`src/rtl/vga_timing_gen.sv`:
```
// -----------------------------------------------------------------------------
// vga_timing_gen
//
// Raster timing source for the pixel colour stage. Free-running horizontal and
// vertical counters produce the current pixel position, the visible-area flag
// and both sync pulses. A per-frame tick and a wrapping frame counter are also
// provided for animation. All outputs are registered and describe the same
// pixel in every cycle.
//
// Ports
//   clk          in   1   pixel-domain clock
//   rst_n        in   1   synchronous active-low reset (overrides ce)
//   ce           in   1   pixel clock enable; counters advance only when 1
//   hpos         out  10  current column, 0..H_TOTAL-1
//   vpos         out  10  current line, 0..V_TOTAL-1
//   visible      out  1   1 when hpos < H_ACTIVE and vpos < V_ACTIVE
//   hsync        out  1   horizontal sync, SYNC_POL when asserted
//   vsync        out  1   vertical sync, SYNC_POL when asserted
//   frame_tick   out  1   one-clk pulse in the cycle (hpos,vpos) becomes (0,0)
//   frame_count  out  10  frames completed since reset, wraps modulo 1024
// -----------------------------------------------------------------------------
module vga_timing_gen #(
    parameter int unsigned H_ACTIVE = 640,
    parameter int unsigned H_FP     = 16,
    parameter int unsigned H_SYNC   = 96,
    parameter int unsigned H_BP     = 48,
    parameter int unsigned V_ACTIVE = 480,
    parameter int unsigned V_FP     = 10,
    parameter int unsigned V_SYNC   = 2,
    parameter int unsigned V_BP     = 33,
    parameter bit          SYNC_POL = 1'b0
) (
    input  logic       clk,
    input  logic       rst_n,
    input  logic       ce,
    output logic [9:0] hpos,
    output logic [9:0] vpos,
    output logic       visible,
    output logic       hsync,
    output logic       vsync,
    output logic       frame_tick,
    output logic [9:0] frame_count
);

    localparam int unsigned H_TOTAL = H_ACTIVE + H_FP + H_SYNC + H_BP;
    localparam int unsigned V_TOTAL = V_ACTIVE + V_FP + V_SYNC + V_BP;

    // Geometry constants pre-sized to the counter width so every compare
    // below is a plain 10-bit operation.
    localparam logic [9:0] H_LAST       = 10'(H_TOTAL - 1);
    localparam logic [9:0] V_LAST       = 10'(V_TOTAL - 1);
    localparam logic [9:0] H_ACT        = 10'(H_ACTIVE);
    localparam logic [9:0] V_ACT        = 10'(V_ACTIVE);
    localparam logic [9:0] H_SYNC_FIRST = 10'(H_ACTIVE + H_FP);
    localparam logic [9:0] H_SYNC_LAST  = 10'(H_ACTIVE + H_FP + H_SYNC - 1);
    localparam logic [9:0] V_SYNC_FIRST = 10'(V_ACTIVE + V_FP);
    localparam logic [9:0] V_SYNC_LAST  = 10'(V_ACTIVE + V_FP + V_SYNC - 1);

    // Inclusive window test on a counter value.
    function automatic logic in_window(
        input logic [9:0] pos,
        input logic [9:0] first,
        input logic [9:0] last
    );
        return (pos >= first) && (pos <= last);
    endfunction

    // Map "sync asserted" to the physical pin level.
    function automatic logic sync_level(input logic asserted);
        return asserted ? SYNC_POL : ~SYNC_POL;
    endfunction

    logic [9:0] hcnt_q, hcnt_d;
    logic [9:0] vcnt_q, vcnt_d;
    logic [9:0] fcnt_q, fcnt_d;
    logic       visible_q, visible_d;
    logic       hsync_q, hsync_d;
    logic       vsync_q, vsync_d;
    logic       tick_q, tick_d;

    logic       h_last;
    logic       v_last;
    logic       line_wrap;
    logic       frame_wrap;

    assign h_last     = (hcnt_q == H_LAST);
    assign v_last     = (vcnt_q == V_LAST);
    assign line_wrap  = ce && h_last;
    assign frame_wrap = line_wrap && v_last;

    // Counter next-state. With ce=0 every _d equals its _q, so the decoded
    // flags below also hold without a separate enable path.
    always_comb begin
        hcnt_d = hcnt_q;
        vcnt_d = vcnt_q;
        fcnt_d = fcnt_q;

        if (ce) begin
            hcnt_d = h_last ? 10'd0 : hcnt_q + 10'd1;
        end

        if (line_wrap) begin
            vcnt_d = v_last ? 10'd0 : vcnt_q + 10'd1;
        end

        // Natural 10-bit wrap gives 1023 -> 0 without saturation.
        if (frame_wrap) begin
            fcnt_d = fcnt_q + 10'd1;
        end
    end

    // Flags are decoded from the next counter values and registered together
    // with the counters, so hpos/vpos and the flags are never skewed and the
    // outputs come straight from flops (no decode glitches).
    always_comb begin
        visible_d = (hcnt_d < H_ACT) && (vcnt_d < V_ACT);
        hsync_d   = sync_level(in_window(hcnt_d, H_SYNC_FIRST, H_SYNC_LAST));
        // vcnt only changes on the line wrap, so vsync spans whole lines.
        vsync_d   = sync_level(in_window(vcnt_d, V_SYNC_FIRST, V_SYNC_LAST));
        tick_d    = frame_wrap;
    end

    always_ff @(posedge clk) begin
        if (!rst_n) begin
            hcnt_q    <= 10'd0;
            vcnt_q    <= 10'd0;
            fcnt_q    <= 10'd0;
            visible_q <= 1'b1;
            hsync_q   <= ~SYNC_POL;
            vsync_q   <= ~SYNC_POL;
            tick_q    <= 1'b0;
        end else begin
            hcnt_q    <= hcnt_d;
            vcnt_q    <= vcnt_d;
            fcnt_q    <= fcnt_d;
            visible_q <= visible_d;
            hsync_q   <= hsync_d;
            vsync_q   <= vsync_d;
            tick_q    <= tick_d;
        end
    end

    assign hpos        = hcnt_q;
    assign vpos        = vcnt_q;
    assign visible     = visible_q;
    assign hsync       = hsync_q;
    assign vsync       = vsync_q;
    assign frame_tick  = tick_q;
    assign frame_count = fcnt_q;

endmodule
```
`config.mk`:
```
export PLATFORM = sky130hd
export DESIGN_NAME = vga_timing_gen
export DESIGN_NICKNAME = d
export VERILOG_FILES = /design/src/rtl/vga_timing_gen.sv
export SDC_FILE = /design/constraint.sdc
export NUM_CORES = 1
export LEC_CHECK = 0
export CAP_MARGIN = 5
export CORE_AREA = 2 2 49 85
export DETAILED_ROUTE_END_ITERATION = 8
export DIE_AREA = 0 0 51 87
export HOLD_SLACK_MARGIN = 0.05
export PLACE_DENSITY_LB_ADDON = 0.12
export SLEW_MARGIN = 20
export SYNTH_ARGS = -nofsm -noshare
export SYNTH_HDL_FRONTEND = slang
export SYNTH_SLANG_ARGS = --single-unit
```
`constraint.sdc`:
```
create_clock -name clk -period 2.7 [get_ports clk]
set_input_delay 0.675 -clock clk [delete_from_list [all_inputs] [get_ports clk]]
set_output_delay 0.675 -clock clk [all_outputs]
set_load 0.02 [all_outputs]
```
==> results.md <==
- The first global-routing pass estimated ~7400 µm of wire.
- Traced cell by cell, the critical path runs through clkdlybuf4s50_1 -> and2_1 -> and4_1 -> nand3_1 -> a211oi_1 -> o2111ai_1.
- The number of gates given a new drive strength after cts is 0.
- Yosys attributes the largest share of cell area to sky130_fd_sc_hd__dfxtp_1, sky130_fd_sc_hd__xnor2_1, sky130_fd_sc_hd__nand4_1.
- The repair_antennas step left the layout with diodes totalling 0.
- In this run the power density over the cells is about 430 nW/µm².
- For the pin with the worst max-slew slack, the measured transition is 0.501 ns.
- The path category of the worst min-delay check is flop to flop.
- The detailed router put a total of about 1900 µm of wire on met1.
- The largest net degree at the start of global routing is 15.
- The total standard cell area after synthesis is 1860 µm².
- The highest net fanout along the worst path is 6.
- The hold-critical path depth is 2.
- After detailed placement, the design holds a cell count of 294.
- After clock tree synthesis, the clock-pin slew on the worst setup and hold paths is around 0.070 ns.
- In the post-route analysis, the smallest setup slack over all paths is about 0.34 ns.
- The most frequently used flop master after synthesis is sky130_fd_sc_hd__dfxtp_1.
- The internal power contribution is between 700 and 800 µW.
- The number of logic stages on the critical path including buffering is 6.
- The number of cells on the worst reg-to-reg path is 6.
- The type of destination of the critical path is a flop.
- The number of top-level pins is 37.
- In this design, the stage delay of the slowest critical-path cell is 0.58 ns.
- Timing would allow up to 424 MHz.
- Setup repair after global routing left no endpoint under its margin.
- The starting density of the core is 0.491.
- Across every metal layer, demand over resource in global routing totals 0.215.
- The category of the worst setup path launch point is an input pin.
- The post-placement worst setup slack is around 0.046 ns.
- The total core area is between 3000 and 4000 µm².
- The proportion of synthesized chip area in sequential cells is 0.366.
- The end point of the most critical hold path is frame_count[8].
- After the last flow step, the layout net total stands at 260.
- The number of hold buffers added after CTS was 0.
- The number of buffers and inverters on the critical path is 1.
- The via count of the first global-routing pass is approximately 1,700.
- Synthesis instantiated 51 different standard cells from the library.
- The die height is around 87 µm.
- The startpoint of the lowest-slack register-to-register path is hpos[0].
- The cell sitting at the root of the clock tree is a sky130_fd_sc_hd__clkbuf_8.
- The post-synthesis instance total is 214.
- The fraction of synthesis flops using an asynchronous set or reset pin is 0.
- In this run the top signal layer used is met4.
- The synthesis-stage register bit count is 34.
- In the final layout, the share of cells above drive strength 1 is 0.0945.
- The initial antenna violation count is 0.
- After routing, the total negative slack on setup checks comes to 0 ns.
- The chip width is about 51 µm.
- The DRC marker count from the first detailed-route iteration is 22.
- The detailed-router iteration count before antenna repair is 4.
- Across all register-to-register paths, the minimum setup slack is about 0.61 ns.
- The critical path is of the input pin to flop type.
- The library cell with the largest summed area after synthesis is sky130_fd_sc_hd__dfxtp_1.
- The count of nets left with antenna violations once routing finished came out at 0.
- The final layout contains routed wiring with a total length of 4440 µm.
- The half-perimeter wire length after detailed placement is around 3200 µm.
- The share of total power dissipated in the clock network is 0.462.
- The data arrival time of the worst path is between 2 and 3 ns.
- The endpoint of the lowest-slack register-to-register path is vsync.
- The share of the synthesized area in the top cell type is 0.366.
- The most frequent standard cell in the layout excluding fill and tap cells is sky130_fd_sc_hd__clkdlybuf4s50_1.
- The number of synthesized flops with an enable pin is 0.
- The clock passes through at most 2 buffers.
- On the final layout, the worst hold slack is 0.500 ns.
- The clock period minus worst slack is roughly 2.4 ns.
- At the end of routability-driven placement, the weighted congestion stood at between 0.9 and 1.
- The final count of hold timing violations is 0.
- The part of the power in registers is 0.499.
- The analysis attributes to cell leakage a power of about 0.86 nW.
- The headroom to the max-slew limit is 0.665.
- After detailed routing, the average wire length per cell comes to about 15 µm.
- The total of endpoints with negative setup slack in the final report is 0.
- The count of buffers added on input and output ports is 36.
- For the final database, setup skew stands at approximately 0.0057 ns.
- The analysis attributes to net switching a power of 225 µW.
- The number of warnings issued by yosys is 0.
- The flow ran to the end, and the final reports show no timing, DRC or antenna violations.
- IR analysis of the VDD net gives a maximum drop of 0.408 mV.
- The number of H-tree levels is 2.
- The post-CTS setup buffer count is 0.
- TritonCTS built the clock tree.
- The number of pins exceeding their max-slew limit in the final report is 0.
- The average size of a mapped cell is a little under 9 µm².
- The synthesized netlist net count is between 200 and 250.
- The start point of the worst hold path is frame_count[8].
- The number of remaining DRC errors is 0.
- Detailed routing placed a total of about 150 µm of wire on met3.
- The master of the slowest instance on the critical path is sky130_fd_sc_hd__clkdlybuf4s50_1.
- The combinational fraction of design power is 0.040.
- The number of clock sinks is 34.
- The worst-skew pair later-pin latency is between 0.2 and 0.3 ns.
- The floorplan step defined a die boundary enclosing 4440 µm².
- STA puts the critical path data required time at about 2.8 ns.
- In the layout the commonest cells are sky130_fd_sc_hd__clkdlybuf4s50_1, sky130_fd_sc_hd__dfxtp_1, sky130_fd_sc_hd__nand2_1.
- In the detailed route, the total length drawn on met2 is approximately 2300 µm.
- The proportion of total power due to net switching is 0.220.
- Compared with the post-synthesis result, the final layout area differs by 28.4%.
- Buffers inserted during clock tree synthesis total 5.
- Grouping stages by cell kind, the critical path spends the most delay in simple AND/OR/NAND/NOR gates.
- The floorplan has 30 rows.
- The detail-routed via count per cell is around 5.7.
- Excluding fillers, the count of instances in the completed layout stands at 302.
- The number of max-capacitance violations reported is 0.
- The aggregate global routing overflow is 0.
- Of the available clock period, the critical path in the final layout requires 0.873.
- The via count is roughly 1,700.
Yosys cell counts (2+ instances only):
library cell / instances
sky130_fd_sc_hd__xnor2_1: 11
sky130_fd_sc_hd__or3_1: 2
sky130_fd_sc_hd__o211a_1: 2
sky130_fd_sc_hd__clkbuf_1: 3
sky130_fd_sc_hd__and3_1: 7
sky130_fd_sc_hd__buf_2: 4
sky130_fd_sc_hd__o21ai_0: 9
sky130_fd_sc_hd__a32o_1: 2
sky130_fd_sc_hd__nand3_1: 9
sky130_fd_sc_hd__mux2i_1: 4
sky130_fd_sc_hd__buf_1: 2
sky130_fd_sc_hd__and4_1: 2
sky130_fd_sc_hd__o211ai_1: 4
sky130_fd_sc_hd__nand2b_1: 5
sky130_fd_sc_hd__a31oi_1: 2
sky130_fd_sc_hd__o31ai_1: 5
sky130_fd_sc_hd__nand4_1: 13
sky130_fd_sc_hd__nor2b_1: 5
sky130_fd_sc_hd__nand2_1: 21
sky130_fd_sc_hd__a21oi_1: 2
sky130_fd_sc_hd__nor3_1: 6
sky130_fd_sc_hd__xor2_1: 4
sky130_fd_sc_hd__ha_1: 4
sky130_fd_sc_hd__and2_1: 11
sky130_fd_sc_hd__a21boi_0: 3
sky130_fd_sc_hd__nor4_1: 3
sky130_fd_sc_hd__inv_1: 3
sky130_fd_sc_hd__nor3b_1: 2
sky130_fd_sc_hd__dfxtp_1: 34
sky130_fd_sc_hd__nor2_1: 8
sky130_fd_sc_hd__nand4b_1: 2
flip-flops by register name, indices dropped and copies added, names as in the netlist:
name         flops
vpos            10
hpos            10
visible          1
vsync            1
frame_count     10
hsync            1
frame_tick       1
per-layer routing:
metal  up-vias  global-route usage
met1       806               0.235
met2        41               0.388
met5         -                   0
li1        865                   -
met3         9              0.0378
met4         0               0.106
area by class of cell:
class                   count  area, µm²
repair buffers             43        413
multi-input cells         165       1110
clock buffers               5       68.8
clock inverters             3       45.0
flip-flops and latches     34        681
well taps                  48       60.1
inverters                   4       15.0
fillers                   317       1400
per-stage QoR:
step | power, mW | area [µm²] | utilization
5_1_grt | 1.06 | 2390 | 0.631
3_3_place_gp | 0.562 | 2280 | 0.601
6_report | 1.02 | 2390 | 0.631
2_1_floorplan | 0.544 | 1860 | -
3_5_place_dp | 0.562 | 2280 | 0.601
4_1_cts | 1.03 | 2390 | 0.631
power by group through the flow:
stage          sequential, mW  clock [mW]  combinational [mW]
2_1_floorplan           0.524           0              0.0199
3_3_place_gp            0.521           0              0.0402
3_5_place_dp            0.521           0              0.0405
4_1_cts                 0.510       0.482              0.0407
5_1_grt                 0.510       0.507              0.0445
6_report                0.510       0.472              0.0406
logic make-up (layout without fill, tap and decap cells):
| logic type | count (synthesis) | after routing | share of synthesized area |
|---|---|---|---|
| buffers and inverters | 15 | 55 | 0.0390 |
| AND/OR/NAND/NOR | 105 | 105 | 0.333 |
| multiplexers | 4 | 4 | 0.0215 |
| flip-flops | 34 | 34 | 0.366 |
| XOR/XNOR | 15 | 15 | 0.0706 |
| adder cells (fa/ha/maj) | 4 | 4 | 0.0269 |
| AO/OA/AOI/OAI | 37 | 37 | 0.143 |
worst max-delay path by stage:
stage / start / end
3_5_place_dp: ce / vsync
5_1_grt: ce / vsync
2_1_floorplan: ce / hsync
4_1_cts: ce / vsync
6_report: ce / vsync
3_3_place_gp: ce / visible
worst register-to-register path, delay by kind of cell, from the launching register on:
family,cells,cell delay [ns]
simple gates,3,0.68
compound gates,2,0.56
flops,1,0.44
fa+ha+maj,1,0.27
Power figures use the tool's default switching activity.
==> patch 1, RTL diff (same settings) <==
Register the output `vsync` once more, without a reset; this adds one clock of latency there. The other outputs are not delayed to match.
--- a/src/rtl/vga_timing_gen.sv
+++ b/src/rtl/vga_timing_gen.sv
@@ -144,7 +144,9 @@
     assign vpos        = vcnt_q;
     assign visible     = visible_q;
     assign hsync       = hsync_q;
-    assign vsync       = vsync_q;
+    always_ff @(posedge clk) begin
+        vsync <= vsync_q;
+    end
     assign frame_tick  = tick_q;
     assign frame_count = fcnt_q;
 
Behaviour: not the same (a bounded check fails within 4 cycles, from zero or initial values and one cycle with rst_n low).
==> patch 1 against the original RTL <==
Sequential power rose by 3%. Sequential cell count rose by 1. Register-to-register slack improved by 0.03 ns. Worst setup slack improved by 0.033 ns. Wire length fell by 0.45%. Largest power group unchanged. Combinational power rose by 3%. Clock skew rose by 0.0027 ns. Power fell by 7.4%. Cell area barely moved. Synthesized area rose by 1.1%. Critical path type unchanged. Cell count fell by 0.33%. Global-route usage rose by 0.75 points.
==> patch 1: results (changes against the original RTL) <==
outcome:
  status: "complete, no violations"  # unchanged
routing:
  wire_per_inst_um: 14.69  # was 14.71 um
  wl_met2_um: 2392  # was 2339 um
  drt-met1-wl_um: 1701  # was 1865 um
  drt_iter0_drc: 44  # was 22
  met3WireLength_um: 142  # was 152 um
  totalWireLength_um: 4422  # was 4442 um
power_and_ir_drop:
  comb_power_mw: 0.0417  # was 0.0406 mW
  netSwitchingFraction_pct: 21.91  # was 22.00%
  p_leak_nw: 0.8687  # was 0.8647 nW
  ir_drop_mv: 0.3771  # was 0.4079 mV
  pg_clk_mw: 0.380  # was 0.472 mW
timing:
  setup_ws_ns: 0.3772  # was 0.3442 ns
  hold_ws_ns: 0.3354  # was 0.5004 ns
hold_path:
  hold_end: "vsync"  # was frame_count[8]
  min_path_cells: 0  # was 2
  min_from: "vsync_q"  # was frame_count[8]
logic_synthesis:
  synth_seq_area_share_pct: 37.23  # was 36.56%
  synthesis.nets: 222  # was 221
  synth-compound-area-share_pct: 14.16  # was 14.31%
  avgSynthCellArea_um2: 8.753  # was 8.700 um^2
  synthAdderAreaFrac_pct: 2.660  # was 2.688%
  synth-xor-area-share_pct: 6.981  # was 7.056%
  synthTopCellsByArea: "dfxtp_1 37%, xnor2_1 5.1%, nand4_1 4.3%, nand2_1 4.2%, and2_1 3.7%"  # was dfxtp_1 37%, xnor2_1 5.2%, nand4_1 4.4%, nand2_1 4.2%, and2_1 3.7%
  yosys-top-cells-count: "35 x dfxtp_1, 21 x nand2_1, 13 x nand4_1"  # was 34 x dfxtp_1, 21 x nand2_1, 13 x nand4_1
place:
  placed_cell_area_um2: 2302  # was 2277 um^2
  gp_congestion: 0.8779  # was 0.9001
  post-dp-hpwl_um: 3347  # was 3220 um
grt:
  grt_pass1_wl_um: 7389  # was 7376 um
  grt_max_degree: 16  # was 15
layout:
  nFillCells: 341  # was 317
  final_layout_size_suffix_gt1_share_pct: 8.696  # was 9.449%
worst_setup_path:
  rrSetupSlack_ns: 0.64  # was 0.61 ns
  ff2ff_path_depth: 7  # was 6
  worstReg2RegStart: "vpos[0]"  # was hpos[0]
  crit_path_end: "hsync"  # was vsync
patch 1: changes by cell type after synthesis, sizes merged:
| cell | delta |
|---|---|
| dfxtp | +1 |
patch 1: layer usage:
| layer | vias up | GRT usage, % |
|---|---|---|
| li1 | 861 | - |
| met1 | 807 | 22.66 |
| met2 | 45 | 40.38 |
| met3 | 13 | 4.296 |
| met4 | 0 | 13.76 |
| met5 | - | 0 |
patch 1: critical path, delay by kind of cell:
kind / cells / cell delay, ns
AND/OR/NAND/NOR: 2 / 0.66
AO/OA/AOI/OAI: 3 / 0.62
buffers and inverters: 1 / 0.58
patch 1: layout make-up:
type	count	area (um^2)	area share, %
repair buffers	42	417.9	17.49
well taps	48	60.06	2.513
clock inverters	1	5.005	0.2094
clock buffers	6	82.58	3.456
flip-flops and latches	35	700.7	29.32
multi-input cells	165	1109	46.39
inverters	4	15.01	0.6283
==> patch 2, RTL diff (config.mk and constraints unchanged) <==
Made on the original files. The parameter `SYNC_POL` goes from 1'b0 to 1'b1.
--- a/src/rtl/vga_timing_gen.sv
+++ b/src/rtl/vga_timing_gen.sv
@@ -28,7 +28,7 @@
     parameter int unsigned V_FP     = 10,
     parameter int unsigned V_SYNC   = 2,
     parameter int unsigned V_BP     = 33,
-    parameter bit          SYNC_POL = 1'b0
+    parameter bit          SYNC_POL = 1'b1
 ) (
     input  logic       clk,
     input  logic       rst_n,
Check against the original RTL: not equivalent (a bounded check fails within 4 cycles, from zero or initial values and one cycle with rst_n low).
==> patch 2 against the original RTL <==
Synthesized area is 0.87% higher. Sequential cell count stayed put. Critical path depth is 1 higher. Clock skew is 0.0025 ns higher. Critical endpoint is now visible. Worst hold slack better by 0.040 ns. Sequential share of layout area is 0.71 points lower. Largest cell class unchanged. Combinational power is 20% lower. Power is 3.1% lower. Wire length is 3.5% lower. Cell area is 2.6% higher. Worst setup slack worse by 0.18 ns.
==> patch 2: results (changes against the original RTL) <==
power_and_ir_drop:
  internal-power_mw: 0.7768  # was 0.7971 mW
  p_seq_share_pct: 51.2  # was 49.9%
  ir_drop_mv: 0.3350  # was 0.4079 mV
  netSwitchingFraction_pct: 21.57  # was 22.00%
  comb_power_mw: 0.0324  # was 0.0406 mW
  p_leak_nw: 0.8840  # was 0.8647 nW
logic_synthesis:
  synth-xor-area-share_pct: 10.73  # was 7.056%
  synthTopCellsByArea: "dfxtp_1 36%, xnor2_1 8.4%, and2_1 5.0%, nand2_1 4.8%, nand4_1 4.3%"  # was dfxtp_1 37%, xnor2_1 5.2%, nand4_1 4.4%, nand2_1 4.2%, and2_1 3.7%
  ys_types: 44  # was 51
  netlist_instances: 220  # was 214
  yosys-top-cells-count: "34 x dfxtp_1, 24 x nand2_1, 18 x xnor2_1"  # was 34 x dfxtp_1, 21 x nand2_1, 13 x nand4_1
  synthAdderAreaFrac_pct: 2.665  # was 2.688%
  synth-compound-area-share_pct: 8.128  # was 14.31%
  synthesis.nets: 227  # was 221
  yosysWarnings: 0  # unchanged
  synth_seq_area_share_pct: 36.24  # was 36.56%
  synthMuxAreaShare_pct: 0.5330  # was 2.151%
routing:
  wl_met2_um: 2167  # was 2339 um
  dr.pass1.iters: 5  # was 4
  avgViaCountPerCell: 5.423  # was 5.699
  vias: 1719  # was 1,721
  wire_per_inst_um: 13.52  # was 14.71 um
  drt-met1-wl_um: 1779  # was 1865 um
  drt_iter0_drc: 37  # was 22
  met3WireLength_um: 167  # was 152 um
grt:
  met3_usage_pct: 3.952  # was 3.780%
  grt_max_degree: 21  # was 15
  grtUsageMet1_pct: 23.04  # was 23.47%
  grt_pass1_vias: 1573  # was 1,664
  grt_pass1_wl_um: 7217  # was 7376 um
  grtUsageTotal_pct: 21.46  # was 21.53%
  grtUsageMet2_pct: 36.95  # was 38.84%
layout:
  final_layout_size_suffix_gt1_share_pct: 12.27  # was 9.449%
  diodes: 0  # unchanged
  nets: 275  # was 260
place:
  post-dp-hpwl_um: 3120  # was 3220 um
  gp_congestion: 0.7791  # was 0.9001
  placed_cell_area_um2: 2342  # was 2277 um^2
  port_buffers: 36  # unchanged
  pre_cts_ws_ns: -0.1520  # was 0.04577 ns
  numPlacedInstances: 309  # was 294
clock_tree:
  htree_num_levels: 2  # unchanged
  clk_pin_slew_ns: 0.07  # about the same
  cts_made_buffers: 5  # unchanged
  ctsResizeCount: 0  # unchanged
worst_setup_path:
  cp.arrival_ns: 2.72  # was 2.50 ns
  slowest_delay_ns: 0.63  # was 0.58 ns
  crit_slowest_cell: "or4_1"  # was clkdlybuf4s50_1
  cp_max_fo: 3  # was 6
outcome:
  status: "complete, no violations"  # unchanged
timing:
  finalClockSkew_ns: 0.008191  # was 0.005720 ns
  worstMarginPinSlew_ns: 0.3740  # was 0.5012 ns
hold_path:
  min_path_type: "register to register"  # unchanged
[patch 2: changes by cell type after synthesis, moves of 4 or more]
cell	unedited run	this run
inv_1	3	7
a21oi_1	2	6
o31ai_1	5	0
nor2_1	8	17
and2_1	11	15
nand2b_1	5	0
xnor2_1	11	18
[patch 2: layout make-up]
cell class | count | area (um^2)
clock buffers | 8 | 110.1
fillers | 364 | 1339
flip-flops and latches | 34 | 680.7
inverters | 7 | 26.28
multi-input cells | 167 | 1087
repair buffers | 53 | 488.0
well taps | 48 | 60.06
[patch 2: path summary, 6_finish.rpt]
path / startpoint / to / slack [ns] / depth (start not counted)
min reg2reg: hpos[9] / hsync / 0.54 / 2
max reg2reg: hpos[7] / visible / 0.39 / 6
min: hpos[9] / hsync / 0.54 / 2
max: ce / visible / 0.16 / 7
[patch 2: tightest hold or removal path, stage by stage, from the launching register on]
cell and delay (ns):
dfxtp_1 0.37, nand3_1 0.09, nor4_1 0.05
